`src/rtl/alu_muldiv_pkg.sv`:
```
// alu_muldiv_pkg: shared ALU opcode encodings and the multi-cycle unit's FSM state type
package alu_muldiv_pkg;
    localparam logic [3:0] ALU_ADD = 4'h0;
    localparam logic [3:0] ALU_SUB = 4'h1;
    localparam logic [3:0] ALU_AND = 4'h2;
    localparam logic [3:0] ALU_OR  = 4'h3;
    localparam logic [3:0] ALU_XOR = 4'h4;
    localparam logic [3:0] ALU_SLL = 4'h5;
    localparam logic [3:0] ALU_SRL = 4'h6;
    localparam logic [3:0] ALU_SLT = 4'h7;
    localparam logic [3:0] ALU_MUL = 4'h8;
    localparam logic [3:0] ALU_DIV = 4'h9;
    localparam logic [3:0] ALU_MOD = 4'hA;

    typedef enum logic [1:0] {IDLE, BUSY, DONE} state_t;
endpackage

```
`src/rtl/alu_muldiv_step.sv`:
```
// alu_muldiv_step: one unsigned radix-2 step, MSB-first shift-add multiply or restoring divide
module alu_muldiv_step #(
    parameter int WIDTH = 16
) (
    input  logic             div,
    input  logic [WIDTH-1:0] acc,
    input  logic [WIDTH-1:0] opr,
    input  logic [WIDTH-1:0] bq,
    output logic [WIDTH-1:0] acc_n,
    output logic [WIDTH-1:0] opr_n
);
    logic [WIDTH:0] rem_sh;
    logic [WIDTH:0] diff;

    assign rem_sh = {acc, opr[WIDTH-1]};
    assign diff   = rem_sh - {1'b0, bq};
    // diff[WIDTH] is the borrow: set when the shifted remainder is below the divisor
    assign acc_n  = div ? (diff[WIDTH] ? rem_sh[WIDTH-1:0] : diff[WIDTH-1:0])
                        : (acc << 1) + (opr[WIDTH-1] ? bq : '0);
    assign opr_n  = {opr[WIDTH-2:0], div & ~diff[WIDTH]};
endmodule

```
`src/rtl/alu_muldiv.sv`:
```
// alu_muldiv: multi-cycle unsigned MUL/DIV/MOD unit with valid/ready handshakes
module alu_muldiv
    import alu_muldiv_pkg::*;
#(
    parameter int WIDTH = 16
) (
    input  logic             clk,
    input  logic             reset,
    input  logic             in_valid,
    output logic             in_ready,
    input  logic [3:0]       ctrl,
    input  logic [WIDTH-1:0] a,
    input  logic [WIDTH-1:0] b,
    output logic             out_valid,
    input  logic             out_ready,
    output logic [WIDTH-1:0] y,
    output logic             err
);
    localparam int CW = $clog2(WIDTH) + 1;

    state_t           state;
    state_t           state_n;
    logic [3:0]       op;
    logic [WIDTH-1:0] acc;
    logic [WIDTH-1:0] opr;
    logic [WIDTH-1:0] bq;
    logic [WIDTH-1:0] acc_n;
    logic [WIDTH-1:0] opr_n;
    logic [CW-1:0]    cnt;
    logic             is_mul;
    logic             is_div;
    logic             is_mod;
    logic             go_busy;
    logic             last;

    assign in_ready  = state == IDLE;
    assign out_valid = state == DONE;
    assign is_mul    = ctrl == ALU_MUL;
    assign is_div    = ctrl == ALU_DIV;
    assign is_mod    = ctrl == ALU_MOD;
    // divide by zero and unknown opcodes resolve immediately without iterating
    assign go_busy   = is_mul || ((is_div || is_mod) && b != '0);
    assign last      = cnt == CW'(WIDTH - 1);

    alu_muldiv_step #(.WIDTH(WIDTH)) u_step (
        .div   (op != ALU_MUL),
        .acc   (acc),
        .opr   (opr),
        .bq    (bq),
        .acc_n (acc_n),
        .opr_n (opr_n)
    );

    always_comb begin
        state_n = state == IDLE ? (in_valid ? (go_busy ? BUSY : DONE) : IDLE)
                : state == BUSY ? (last ? DONE : BUSY)
                : (out_ready ? IDLE : DONE);
    end

    always_ff @(posedge clk) begin
        if (reset)
            state <= IDLE;
        else
            state <= state_n;
    end

    always_ff @(posedge clk) begin
        if (reset) begin
            op  <= ALU_ADD;
            acc <= '0;
            opr <= '0;
            bq  <= '0;
            cnt <= '0;
            y   <= '0;
            err <= 1'b0;
        end else if (state == IDLE && in_valid) begin
            op  <= ctrl;
            acc <= '0;
            opr <= a;
            bq  <= b;
            cnt <= '0;
            if (!go_busy) begin
                y   <= is_div ? '1 : is_mod ? a : '0;
                err <= 1'b1;
            end
        end else if (state == BUSY) begin
            acc <= acc_n;
            opr <= opr_n;
            cnt <= cnt + CW'(1);
            // quotient accumulates in opr, product and remainder in acc
            if (last) begin
                y   <= op == ALU_DIV ? opr_n : acc_n;
                err <= 1'b0;
            end
        end
    end
endmodule

```
`config.mk`:
```
export PLATFORM = sky130hd
export DESIGN_NAME = alu_muldiv
export DESIGN_NICKNAME = d
export VERILOG_FILES = /design/src/rtl/alu_muldiv_pkg.sv /design/src/rtl/alu_muldiv_step.sv /design/src/rtl/alu_muldiv.sv
export SDC_FILE = /design/constraint.sdc
export NUM_CORES = 1
export LEC_CHECK = 0
export ABC_AREA = 1
export BUFFER_PORTS_ARGS = -buffer_cell sky130_fd_sc_hd__buf_2
export CAP_MARGIN = 15
export CORE_MARGIN = 2
export CORE_UTILIZATION = 60
export CTS_BUF_LIST = sky130_fd_sc_hd__clkbuf_8
export DETAILED_ROUTE_END_ITERATION = 7
export PLACE_DENSITY = 0.81
export SETUP_SLACK_MARGIN = 0.05
export SLEW_MARGIN = 15
export SYNTH_ARGS = -nofsm -noshare
export SYNTH_HDL_FRONTEND = slang
export SYNTH_SLANG_ARGS = --single-unit
```
`constraint.sdc`:
```
create_clock -name clk -period 3.2 [get_ports clk]
set_input_delay 0.16 -clock clk [delete_from_list [all_inputs] [get_ports clk]]
set_output_delay 0.16 -clock clk [all_outputs]
set_load 0.02 [all_outputs]
```
==> results_dict.tcl, run 1 <==
set metrics [dict create \
    netlist_area_sq_um 5630 \
    wl_per_cell_um 13.98 \
    maxCapViolations 0 \
    htreeDepth 3 \
    drtIter0Drc 473 \
    worstReg2RegStart "opr[15]" \
    min_period_ns 2.564 \
    clkSlewWorstSetupHoldPaths_ns 0.10 \
    final_common_cell "nand2_1" \
    vias_per_cell 5.464 \
    fp-row-count 35 \
    numCtsBuffers 9 \
    status "completed" \
    crit_path_end_kind "register" \
    start_util 0.6152 \
    cts_resized 0 \
    post_cts_buffers 0 \
    hold_buffers 0 \
    hold_path.class "input port to register" \
    die_h_um 100.9 \
    vias 5819 \
    crit_arrival_ns 2.86 \
    path_max_fanout 18 \
    seq_area_frac_synth 0.2702 \
    gp_congestion 0.9214 \
    io_pins 59 \
    grt_max_degree 58 \
    worstPathRequired_ns 3.50 \
    tightest_slew_ns 1.002 \
    core_area_sq_um 9153 \
    drc_errors 0 \
    final.setup_skew_ns 0.01819 \
    crit_start "opr[15]" \
    netlist-cell-type-count 33 \
    dp_hpwl_um 10760 \
    grt_use_total 0.3018 \
    synth_nets 979 \
    post-route-util 0.6755 \
    io_buffers 58 \
    grt_pass1_wl_um 24540 \
    syn_to_final_growth_pct 9.800 \
    gr-total-overflow 0 \
    ys_ff_latch 76 \
    vdd_drop_max_uv 293.5 \
    clockBufferDepth 2 \
    drv_slew 0 \
    ant_nets 0 \
    antennaDiodeCount 0 \
    fp.dieW_um 100.9 \
    synth_area_per_cell_sq_um 6.228 \
    synthCells 904 \
    antenna_found_initial 0 \
    layout.nets 1024 \
    hold_viol 0 \
    totalWireLength_um 14890 \
    first_pass_iters 5 \
    max_freq_mhz 389.9 \
    setup-violations-final 0 \
    root_buffer "clkbuf_8" \
    final.setup.tns_ns 0 \
    clk_latency_ns 0.37 \
    crit_type "register to register" \
    min-delay-start "a[3]" \
    drive_gt1_frac 0.1321 \
    clock_sinks 76 \
    max-slew-margin-rel 0.3314 \
    yosysWarnings 0 \
    post-route-period-util 0.8014 \
    tritoncts "done" \
    start_kind "register" \
    powerDensity_nw_per_um2 425.7 \
    dieArea_sq_um 10170 \
    grt_pass1_vias 5263 \
    p_leak_nw 3.264 \
    layout_common_cells "nand2_1 (247), inv_1 (150), dfxtp_1 (76), nand3_1 (69), o21ai_0 (62)" \
    rsz0062_at_grt "false" \
]
==> power breakdown <==
group | leakage (nW) | switching (W) | internal, W
sequential | 0.624 | 0.0000482 | 0.00101
combinational | 2.55 | 0.000537 | 0.000266
clock | 0.0923 | 0.000403 | 0.000364
==> area by class of cell <==
| type | count | area [sq um] |
|---|---|---|
| multi-input combinational | 640 | 3379 |
| fill | 873 | 2970 |
| sequential | 76 | 1521 |
| inverter | 154 | 578.1 |
| timing repair buffer | 68 | 365.4 |
| tap | 111 | 138.9 |
| clock buffer | 9 | 123.9 |
| clock inverter | 7 | 75.07 |
==> Yosys cell counts, drive strengths merged <==
library cell,count,area (sq um)
o211ai,16,120.1
dfxtp,76,1521
nor2,57,214.0
a21oi,63,349.1
nor3,5,30.03
or2,1,6.260
xor2,9,78.83
nand4,2,12.51
clkbuf,25,93.84
buf,9,57.55
nand2,265,1050
nand3,78,435.4
a31oi,30,187.7
a221oi,1,8.760
and2,3,18.77
fa,2,40.04
o22ai,1,6.260
a21o,1,7.510
inv,153,574.3
ha,33,412.9
o31ai,1,12.51
o21ai,63,315.3
xnor2,5,43.79
clkinv,1,3.750
nand3b,4,30.03
==> state kept, by name, indices dropped and copies added, names as in the netlist <==
signal,flops
opr,16
op,4
y,16
bq,16
err,1
acc,16
cnt,5
state,2
==> routing by layer <==
layer  vias to the layer above  part of all wire  wire length, um  global-route usage
li1                       3004                 -                -                   -
met1                      2571              0.45             6644              0.3991
met2                       207              0.46             6848              0.4938
met3                        37             0.063              944             0.04646
met4                         0             0.030              451              0.1191
met5                         -                 0                0                   0
==> worst paths after layout <==
kind	slack, ns	to	cells after the start
max	0.64	y[15]	18
min	0.06	opr[3]	3
max reg2reg	0.64	y[15]	18
min reg2reg	0.46	err	2
==> kinds of logic after synthesis <==
logic type | share of synthesized area
adder cells (fa/ha/maj) | 0.08045
flip-flops | 0.2702
AO/OA/AOI/OAI | 0.1789
AND/OR/NAND/NOR | 0.3191
XOR/XNOR | 0.02178
buffers and inverters | 0.1296
==> metrics by stage <==
| step | setup WS [ns] | instance area (sq um) | power [W] | instances | hold slack, ns |
|---|---|---|---|---|---|
| after detailed placement | 0.6943 | 5983 | 0.001870 | 1049 | 0.4467 |
| after CTS | 0.6750 | 6182 | 0.002628 | 1065 | 0.06157 |
| after global routing | 0.3233 | 6182 | 0.002773 | 1065 | 0.06924 |
| after global placement | 0.7318 | 5983 | 0.001860 | 1049 | 0.4390 |
| final | 0.6355 | 6182 | 0.002632 | 1065 | 0.06113 |
| after floorplan | 0.5388 | 5630 | 0.001661 | 904 | 0.3267 |
==> worst max-delay path, cell delays in order, from the launching register on <==
cell and delay, ns:
dfxtp_1 0.38, inv_1 0.07, ha_1 0.22, fa_1 0.40, inv_1 0.07, nand2_1 0.04, nand2_1 0.10, nand3_1 0.09
nand2_2 0.13, nand2_2 0.09, nand2_2 0.09, nand2_2 0.07, nand2_4 0.21, nand2_1 0.09, nand2_1 0.10, nand2_1 0.07
nand3_1 0.10, nand2_1 0.06, a21oi_1 0.13
No activity file was read; power rests on OpenSTA's default activity.
==> inputs of run 2 (changes only) <==
--- a/config.mk
+++ b/config.mk
@@ -9,10 +9,10 @@
 export BUFFER_PORTS_ARGS = -buffer_cell sky130_fd_sc_hd__buf_2
 export CAP_MARGIN = 15
 export CORE_MARGIN = 2
-export CORE_UTILIZATION = 60
+export CORE_UTILIZATION = 56
 export CTS_BUF_LIST = sky130_fd_sc_hd__clkbuf_8
 export DETAILED_ROUTE_END_ITERATION = 7
-export PLACE_DENSITY = 0.81
+export PLACE_DENSITY = 0.79
 export SETUP_SLACK_MARGIN = 0.05
 export SLEW_MARGIN = 15
 export SYNTH_ARGS = -nofsm -noshare
==> constraint.sdc (replaced) <==
create_clock -name clk -period 2.3 [get_ports clk]
set_input_delay 0.115 -clock clk [delete_from_list [all_inputs] [get_ports clk]]
set_output_delay 0.115 -clock clk [all_outputs]
set_load 0.02 [all_outputs]
==> run 2 against run 1 <==
Against the previous run: the flow now finishes with violations (setup timing); utilization up 6.2 points; sequential share of layout area down 3.4 points; clock power up 30%; wire length up 21%; clock skew down 0.0055 ns; combinational power up 87%; first-iteration DRC count up 39%; largest cell class unchanged; highest routed layer unchanged; global-route usage down 0.48 points; largest power group is now combinational cells; total power up 51%.
==> results_dict.tcl, run 2 (same netlist as run 1, synthesis figures left out) <==
set metrics [dict create \
    numCtsBuffers 9 \
    gr-total-overflow 0 \
    powerDensity_nw_per_um2 552.5 \
    htreeDepth 3 \
    cp.depth 18 \
    total_power_w 0.003983 \
    violations "setup timing" \
    dp_hpwl_um 11940 \
    dieArea_sq_um 10870 \
    start_kind "register" \
    path_max_fanout 8 \
    antenna_found_initial 0 \
    rsz0062_at_grt "true" \
    drv_slew 0 \
    hold_path.class "input port to register" \
    gp_congestion 0.9556 \
    fin_ws_ns -0.1799 \
    layout.nets 1074 \
    maxCapViolations 0 \
    first_pass_iters 7 \
    max-slew-margin-rel 0.4699 \
    drive_gt1_frac 0.2735 \
    fp-row-count 36 \
    fp.dieW_um 104.3 \
    core_area_sq_um 9774 \
    critical_path.top_delay_family "simple AND/OR/NAND/NOR gates" \
    crit_arrival_ns 2.72 \
    clockBufferDepth 2 \
    path_cells "inv_2 > ha_4 > fa_2 > inv_2 > nand2_2 > nand2_2 > nand3_2 > nand2_2 > nand2_4 > nand2_4 > nand2_4 > nand2_8 > buf_12 > nand2_2 > nand3_2 > nand3_1 > o211ai_1 > inv_1" \
    io_buffers 58 \
    totalWireLength_um 18050 \
    grt_pass1_wl_um 26090 \
    vias 6344 \
    path_buf_inv 4 \
    hold_buffers 0 \
    worstPathRequired_ns 2.54 \
    cp_slowest_cell "fa_2" \
    clkSlewWorstSetupHoldPaths_ns 0.08 \
    vdd_drop_max_uv 422.4 \
    grt_use_total 0.2970 \
    wl_per_cell_um 15.90 \
    setup-violations-final 19 \
    start_util 0.5760 \
    final.setup_skew_ns 0.01266 \
    io_pins 59 \
    tightest_slew_ns 0.7922 \
    final.setup.tns_ns -1.372 \
    drc_errors 0 \
    clk_latency_ns 0.37 \
    vias_per_cell 5.589 \
    status "complete, but fails checks" \
    min_period_ns 2.480 \
    drtIter0Drc 657 \
    hold_ws_ns 0.01276 \
    die_h_um 104.3 \
    pre_cts_slack_ns -0.06960 \
    hold_viol 0 \
    antennaDiodeCount 0 \
    post-route-period-util 1.078 \
    crit_path_end_kind "register" \
    grt_max_degree 51 \
    grt_pass1_vias 5541 \
    layout_common_cells "nand2_1 (216), inv_1 (145), dfxtp_1 (69), buf_2 (58), o21ai_0 (55)" \
    path_common_cell "nand2_2" \
    ant_nets 0 \
    final_common_cell "nand2_1" \
    p_leak_nw 3.723 \
    whs_path_depth 3 \
    clock_sinks 76 \
    root_buffer "clkbuf_8" \
    syn_to_final_growth_pct 28.04 \
    max_freq_mhz 403.2 \
    reg2reg_depth 18 \
    crit_type "register to register" \
    tritoncts "done" \
    slowest_delay_ns 0.37 \
]
run 2: through the flow:
stage	util	instance area, sq um	std cells
floorplan	-	5665	904
global placement	0.6441	6296	1107
detailed placement	0.6441	6296	1107
CTS	0.6704	6553	1123
global route	0.7376	7209	1135
finish	0.7376	7209	1135
run 2: repair_timing:
item,4_1_cts,5_1_grt
pin swaps,6,37
buffers inserted,2,11
resized for setup,11,125
endpoints found under the setup margin,30,32
gates cloned,0,1
run 2: worst paths after layout:
check,from,end,slack (ns)
min,ctrl[2],op[2],0.01
max,opr[15],acc[6],-0.18
min reg2reg,err,err,0.47
max reg2reg,opr[15],acc[6],-0.18
run 2: cell type report:
class | instances | area, sq um
Clock buffer | 9 | 123.9
Tap cell | 133 | 166.4
Sequential cell | 76 | 1530
Fill cell | 807 | 2565
Inverter | 154 | 578.1
Timing Repair Buffer | 117 | 769.5
Multi-Input combinational cell | 641 | 3985
Clock inverter | 5 | 56.30
run 2: power by group:
group	internal (W)	switching [W]	total, W
Sequential	0.00141	0.0000651	0.00148
Combinational	0.000551	0.000950	0.00150
Clock	0.000487	0.000516	0.00100
Total	0.00245	0.00153	0.00398
run 2: per-layer routing:
metal | vias to the layer above | track usage | wire [um]
li1 | 3091 | - | -
met1 | 2845 | 0.3959 | 7168
met2 | 339 | 0.4837 | 8562
met3 | 69 | 0.04825 | 1546
met4 | 0 | 0.1091 | 771
met5 | - | 0 | 0
run 2: tightest hold or removal path: cells and delay by family:
kind	cells	cell delay, ns
and+or+nand+nor	1	0.07
AOI/OAI and AO/OA	1	0.07
buffers and inverters	1	0.09
==> inputs of run 3 (changes only) <==
--- a/config.mk
+++ b/config.mk
@@ -9,10 +9,10 @@
 export BUFFER_PORTS_ARGS = -buffer_cell sky130_fd_sc_hd__buf_2
 export CAP_MARGIN = 15
 export CORE_MARGIN = 2
-export CORE_UTILIZATION = 56
+export CORE_UTILIZATION = 45
 export CTS_BUF_LIST = sky130_fd_sc_hd__clkbuf_8
 export DETAILED_ROUTE_END_ITERATION = 7
-export PLACE_DENSITY = 0.79
+export PLACE_DENSITY = 0.66
 export SETUP_SLACK_MARGIN = 0.05
 export SLEW_MARGIN = 15
 export SYNTH_ARGS = -nofsm -noshare
==> run 3 against run 2 <==
Against the previous run: the run now ends clean; largest cell class unchanged; clock skew is 0.00061 ns lower; sequential share of layout area is 0.12 points lower; clock power is 37% higher.
==> results_dict.tcl, run 3 (same netlist as run 1, synthesis figures left out) <==
set metrics [dict create \
    dieArea_sq_um 13420 \
    wl_per_cell_um 14.80 \
    max-slew-margin-rel 0.5958 \
    core_area_sq_um 12110 \
    syn_to_final_growth_pct 28.56 \
    status "completed" \
    vdd_drop_max_uv 510.9 \
    worstPathRequired_ns 2.57 \
    numCtsBuffers 9 \
    path_cells "inv_4 > ha_4 > fa_2 > inv_2 > nand2_2 > nand2_2 > nand3_2 > nand2_2 > nand2_4 > nand3_4 > nand2_8 > nand2_4 > nand2_2 > nand2_2 > nand3_2 > o211ai_1 > inv_1" \
    powerDensity_nw_per_um2 590.0 \
    final_common_cell "nand2_1" \
    grt_pass1_vias 5649 \
    vias 6109 \
    path_max_fanout 8 \
    pre_cts_slack_ns -0.03993 \
    p_comb_frac 0.333 \
    grt_pass1_wl_um 27400 \
    tritoncts "done" \
    hold_viol 0 \
    worstReg2RegStart "opr[15]" \
    hold_path.class "input port to register" \
    path_common_cell "nand2_2" \
    p_leak_nw 3.748 \
    reg2reg_depth 17 \
    antenna_found_initial 1 \
    clkSlewWorstSetupHoldPaths_ns 0.08 \
    setup-violations-final 0 \
    fp-row-count 40 \
    crit_path_end_kind "register" \
    drive_gt1_frac 0.2645 \
    ant_nets 0 \
    layout_common_cells "nand2_1 (205), inv_1 (145), dfxtp_1 (73), buf_2 (58)" \
    dp_hpwl_um 12190 \
    clk_latency_ns 0.38 \
    clock_sinks 76 \
    rsz0062_at_grt "true" \
    crit_type "register to register" \
    gp_congestion 0.9342 \
    seqPwrFrac 0.346 \
    path_buf_inv 3 \
    final.setup_skew_ns 0.01205 \
    io_pins 59 \
    gr-total-overflow 0 \
    final.setup.tns_ns 0 \
    critical_path.top_delay_family "simple AND/OR/NAND/NOR gates" \
    switching_share 0.3515 \
    internal_power_w 0.002769 \
    start_util 0.4649 \
    rr_endpoint "acc[13]" \
    power_switching_w 0.001501 \
    htreeDepth 3 \
    io_buffers 58 \
    cp_slowest_cell "dfxtp_4" \
    post-route-cell-area_sq_um 7238 \
    root_buffer "clkbuf_8" \
    maxCapViolations 0 \
    first_pass_iters 6 \
    max_freq_mhz 438.6 \
    r2r_slack_ns 0.02 \
    drtIter0Drc 438 \
    whs_path_depth 3 \
    post-route-period-util 0.9914 \
    dpl-instance-area_sq_um 6332 \
    die_h_um 115.9 \
    grt_use_total 0.2630 \
    start_kind "register" \
    min-delay-start "a[9]" \
    min_period_ns 2.280 \
    tightest_slew_ns 0.6063 \
    layout.nets 1072 \
    crit_start "opr[15]" \
    drc_errors 0 \
    clkPwrFrac 0.322 \
    crit_arrival_ns 2.55 \
    hold_end "opr[9]" \
    slowest_delay_ns 0.38 \
    grt_max_degree 51 \
    drv_slew 0 \
    fin_ws_ns 0.01982 \
    fp.dieW_um 115.9 \
    totalWireLength_um 17330 \
    vias_per_cell 5.217 \
    clockBufferDepth 2 \
]
==> run 3: cell count changes in the layout (fill, tap and decap cells not counted), moves of 6 or more <==
| cell | change |
|---|---|
| ha_4 | -8 |
| nand3_4 | -6 |
| nand2_1 | -11 |
| ha_1 | +9 |
| nand3_2 | +9 |
| nand2_2 | +12 |
==> run 3: layout make-up <==
type	instances	area, sq um
Antenna cell	1	2.502
Clock buffer	13	178.9
Clock inverter	3	90.09
Fill cell	1192	4873
Inverter	154	580.6
Multi-Input combinational cell	643	3908
Sequential cell	76	1528
Tap cell	168	210.2
Timing Repair Buffer	113	740.7
==> run 3: worst min-delay path: cells and delay by family <==
| kind | cells | cell delay, ns |
|---|---|---|
| and+or+nand+nor | 1 | 0.06 |
| AOI/OAI and AO/OA | 1 | 0.07 |
| buffers and inverters | 1 | 0.11 |
==> run 3: layer usage <==
layer | up-vias | track usage | part of all wire
met2 | 187 | 0.4296 | 0.46
met3 | 47 | 0.05701 | 0.054
met5 | - | 0 | 0
met1 | 2775 | 0.3345 | 0.44
li1 | 3100 | - | -
met4 | 0 | 0.1151 | 0.037
==> run 3: how the worst max path moves through the flow <==
stage	to	slack, ns	depth (start not counted)
finish	acc[13]	0.02	17
global route	acc[13]	-0.13	17
CTS	acc[13]	0.03	17
detailed placement	acc[1]	-0.04	17
global placement	acc[12]	0.04	17
floorplan	acc[11]	0.05	19
==> run 3: what timing repair did <==
item	4_1_cts	5_1_grt
pin swaps	22	27
buffers inserted	6	5
hold buffers	2	0
setup endpoints to repair	32	33
cloned	3	0
hold endpoints to repair	2	0
resized for setup	60	60
==> run 3: stage by stage <==
stage / hold WS, ns / total power [W] / utilization / cells
CTS: 0.002968 / 0.004203 / 0.5779 / 1166
floorplan: 0.2753 / 0.002316 / - / 904
detailed placement: 0.3933 / 0.002700 / 0.5228 / 1139
global placement: 0.3878 / 0.002693 / 0.5228 / 1139
finish: 0.01411 / 0.004271 / 0.5976 / 1171
global route: 0.01180 / 0.004487 / 0.5974 / 1170
==> run 3: power by group through the flow <==
stage	Combinational, W	Sequential, W	Clock [W]
global placement	0.00119	0.00150	0
finish	0.00142	0.00148	0.00137
detailed placement	0.00120	0.00150	0
global route	0.00156	0.00149	0.00144
floorplan	0.000792	0.00152	0
CTS	0.00133	0.00147	0.00140
